## src/rtl/mac_sequencer.sv

```systemverilog
// Sequential unsigned shift-and-add multiplier feeding a sticky-overflow accumulator.
// The start/busy/done handshake is driven from the registered FSM state only.
module mac_sequencer #(
  parameter int WIDTH     = 8,
  parameter int ACC_WIDTH = 20
) (
  input  logic                 clk,
  input  logic                 reset,
  input  logic                 start,
  input  logic                 clear,
  input  logic [WIDTH-1:0]     a,
  input  logic [WIDTH-1:0]     b,
  output logic                 busy,
  output logic                 done,
  output logic [ACC_WIDTH-1:0] acc,
  output logic                 overflow
);

  localparam int CW = $clog2(WIDTH + 1);

  localparam logic [1:0] ST_IDLE  = 2'd0;
  localparam logic [1:0] ST_MULT  = 2'd1;
  localparam logic [1:0] ST_ACCUM = 2'd2;
  localparam logic [1:0] ST_DONE  = 2'd3;

  logic [1:0]         state_reg;
  logic [2*WIDTH-1:0] mcand_reg;
  logic [WIDTH-1:0]   mplier_reg;
  logic [2*WIDTH-1:0] prod_reg;
  logic [CW-1:0]      cnt_reg;
  logic [ACC_WIDTH-1:0] acc_reg;
  logic               overflow_reg;

  // One extra bit captures the carry out of the accumulator.
  logic [ACC_WIDTH:0] acc_sum;
  assign acc_sum = {1'b0, acc_reg} + (ACC_WIDTH + 1)'(prod_reg);

  always_ff @(posedge clk or negedge reset) begin
    if (!reset) begin
      state_reg    <= ST_IDLE;
      mcand_reg    <= '0;
      mplier_reg   <= '0;
      prod_reg     <= '0;
      cnt_reg      <= '0;
      acc_reg      <= '0;
      overflow_reg <= 1'b0;
    end else begin
      case (state_reg)
        ST_IDLE: begin
          if (clear) begin
            acc_reg      <= '0;
            overflow_reg <= 1'b0;
          end
          if (start) begin
            mcand_reg  <= {{WIDTH{1'b0}}, a};
            mplier_reg <= b;
            prod_reg   <= '0;
            cnt_reg    <= '0;
            state_reg  <= ST_MULT;
          end
        end
        ST_MULT: begin
          if (mplier_reg[0])
            prod_reg <= prod_reg + mcand_reg;
          mcand_reg  <= mcand_reg << 1;
          mplier_reg <= mplier_reg >> 1;
          cnt_reg    <= cnt_reg + 1'b1;
          // Always runs the full WIDTH steps so latency is data-independent.
          if (cnt_reg == CW'(WIDTH - 1))
            state_reg <= ST_ACCUM;
        end
        ST_ACCUM: begin
          acc_reg      <= acc_sum[ACC_WIDTH-1:0];
          overflow_reg <= overflow_reg | acc_sum[ACC_WIDTH];
          state_reg    <= ST_DONE;
        end
        default: begin
          if (clear) begin
            acc_reg      <= '0;
            overflow_reg <= 1'b0;
          end
          state_reg <= ST_IDLE;
        end
      endcase
    end
  end

  assign busy     = (state_reg == ST_MULT) || (state_reg == ST_ACCUM);
  assign done     = (state_reg == ST_DONE);
  assign acc      = acc_reg;
  assign overflow = overflow_reg;

endmodule

```

## config.mk

```make
export PLATFORM = sky130hd
export DESIGN_NAME = mac_sequencer
export DESIGN_NICKNAME = d
export VERILOG_FILES = /design/src/rtl/mac_sequencer.sv
export SDC_FILE = /design/constraint.sdc
export NUM_CORES = 1
export LEC_CHECK = 0
export BUFFER_PORTS_ARGS = -buffer_cell sky130_fd_sc_hd__buf_2
export CORE_ASPECT_RATIO = 0.75
export CORE_MARGIN = 3
export CORE_UTILIZATION = 60
export DETAILED_ROUTE_END_ITERATION = 16
export PLACE_DENSITY_LB_ADDON = 0.1
export SYNTH_ARGS = -nofsm -noshare
export SYNTH_HDL_FRONTEND = slang
export SYNTH_SLANG_ARGS = --single-unit
```

## constraint.sdc

```tcl
create_clock -name clk -period 2.7 [get_ports clk]
set_input_delay 0.81 -clock clk [delete_from_list [all_inputs] [get_ports clk]]
set_output_delay 0.81 -clock clk [all_outputs]
set_load 0.1 [all_outputs]
```

==> metrics.txt <==
drt wl/cell=16.4 microns; Mean Syn Cell Area=9.40 sq um; Post-CTS Hold Buffers=0; GRT Util Overall=roughly 25%; cell depth of the worst flop-to-flop path=7; fraction of layout cells with a size suffix above 1=between 10% and 20%; H-tree Lvls=3; Final ANT Viol Nets=0; power per standard cell area=1200 mW/mm^2; routability cong.=0.897; nets=about 580; combinational fraction of design power=just under 60%; crit path kind=reg -> reg; Slew Limit Headroom=28.9%; Highest Clock Rate=roughly 400 MHz; top cells by area, synth=dfrtp_1, ha_1, o21ai_0, mux2i_1, nand2_1; number of fill cells=572; YS warnings=0; Fin Hold WS=460 ps; Worst-Skew Late Latency=350 ps; FF-to-FF setup slack=170 ps; vias in the first global route=3,540; CTS tree=built; Die W=about 110 microns; crit share post-route=around 94%; RSZ-0062 raised after global routing=false; worst reg2reg startpoint=acc[0]; Yosys reg bits=67; largest net degree at the start of global routing=68; crit-path max FO=5; Antenna diodes=0; worst slack, placed=172 ps; Reg clk slew, reported paths=80 ps; post-synthesis sequential area ratio=37.1%; most instantiated cells after synthesis=dfrtp_1, nand2_1, o21ai_0; DR vias=approximately 3,700; Fin. Hold Viols=0; count leader, synth=dfrtp_1; initial antenna violation count=0; register share of total power=28.2%; Crit. End Element=flip-flop; num ports=43; total core area=between 0.007 and 0.008 sq mm; pins over their slew limit=0; post-synth top area share=37.1%; sw frac=52.2%; Worst setup SP type=flip-flop; clk_skew=10.3 ps; cell row count=26; Critical Path Slowest Stage Cell=fa_1; die height=slightly above 80 microns; Max clock buf depth=2; first-pass GRT wire length=17,200 microns; dpl hpwl=7470 microns; EDFF count, synth=0; drt pass-1 iters=4; HP Class=in -> async; CP max stage delay=between 400 and 500 ps; WP data required=a little under 3000 ps; Initial DRC Count=195; total gr overflow=0; detail-routed via count per cell=between 5 and 6; maximum VDD drop=0.936 mV; CP arrival=2760 ps; run status=finished, final reports clean; syn nets=539; Synth Flop Type=dfrtp_1; port bufs=42; CP Cell Sequence=ha_1 -> fa_1 -> a211oi_2 -> o211a_1 -> o31ai_1 -> a31o_2 -> a221o_1; static leakage=2.41 nW; Synth area leader=dfrtp_1; setup ws final=174 ps; Slew @ Worst Pin=1060 ps; Mapped Cells=481; critical path launch point=acc[0]; drt drc=0; Die Area=0.00863 sq mm; CTS sink count=67; max reg flops=20; Initial Utilization=roughly 64%; Clk pwr share=13.7%; max cap viols=0; internal power=~0.0029 W; synth unique cells=60; minimum clock period=2530 ps; final WL=10,200 microns; CTS Buf Count=9; netlist area before placement=0.00452 sq mm; Psw=0.00313 W; Async SR Flop Fraction=100%; final setup vio count=0; synthesis-to-layout area growth=10.8%; Root Driver=clkbuf_8; reg2reg end=acc[16]
worst max-delay path by stage:
stage                         end  slack (ps)  cells after the start
after CTS                 acc[16]         100                      7
after global routing      acc[14]          20                      9
after floorplan           acc[19]         -60                      8
after detailed placement  acc[16]         170                      7
final                     acc[16]         170                      7
after global placement    acc[16]         230                      7
final cells by class:
class	count	area (sq um)	area share, %
sequential	67	1680	33.5
tap	98	123	2.45
clock buffer	14	183	3.65
clock inverter	1	7.51	0.150
inverter	10	37.5	0.749
multi-input combinational	383	2700	54.0
timing repair buffer	49	275	5.49
power groups by stage:
stage               Combinational [W]  Sequential [W]  Clock [W]
CTS                           0.00348         0.00169   0.000829
finish                        0.00349         0.00169   0.000822
floorplan                     0.00221         0.00232          0
global route                  0.00382         0.00174   0.000875
global placement              0.00338         0.00169          0
detailed placement            0.00346         0.00171          0
metal layers:
layer  GRT usage [%]  vias to the layer above  wire length (microns)
li1                -                     1843                      -
met1            36.2                     1759                   5190
met2            38.6                       77                   4540
met3            5.80                       10                    383
met4            5.43                        0                     93
met5               0                        -                      0
kinds of logic (layout without fill, tap and decap cells):
family | after synthesis | in the layout | share of synthesized area (%)
mux | 26 | 26 | 5.78
buf+inv | 31 | 74 | 3.57
compound gates | 173 | 173 | 25.7
simple gates | 120 | 120 | 12.0
xor+xnor | 26 | 26 | 5.03
flops | 67 | 67 | 37.1
fa+ha+maj | 38 | 38 | 10.8
repair_timing:
action                     4_1_cts  5_1_grt
setup buffers                    0        0
resized for setup                0        2
setup endpoints to repair        0        3
hold endpoints to repair         0        0
per-stage QoR:
step / TNS (ps) / std cells / power (W) / area [sq um] / util (%)
4_1_cts: 0 / 622 / 0.00600 / 5000 / 70.8
6_report: 0 / 622 / 0.00601 / 5010 / 71.0
2_1_floorplan: -57.3 / 481 / 0.00454 / 4530 / -
3_5_place_dp: 0 / 607 / 0.00517 / 4810 / 68.1
3_3_place_gp: 0 / 607 / 0.00507 / 4810 / 68.1
5_1_grt: 0 / 622 / 0.00643 / 5010 / 71.0
worst max-delay path, delay by kind of cell (launching register included):
kind	cells	cell delay, ps
AO/OA/AOI/OAI	5	1290
adder cells (fa/ha/maj)	2	720
flip-flops	1	420
cells in the final DEF, fill, tap and decap left out, types with 15 or more instances in the layout:
cell     netlist  final
buf_2          2     42
a21oi_1       30     29
dfrtp_1       67     64
ha_1          36     35
mux2i_1       25     24
nand2_1       62     62
o21ai_0       53     53
nor2_1        24     24
xnor2_1       15     15
No activity file was read; power rests on OpenSTA's default activity.
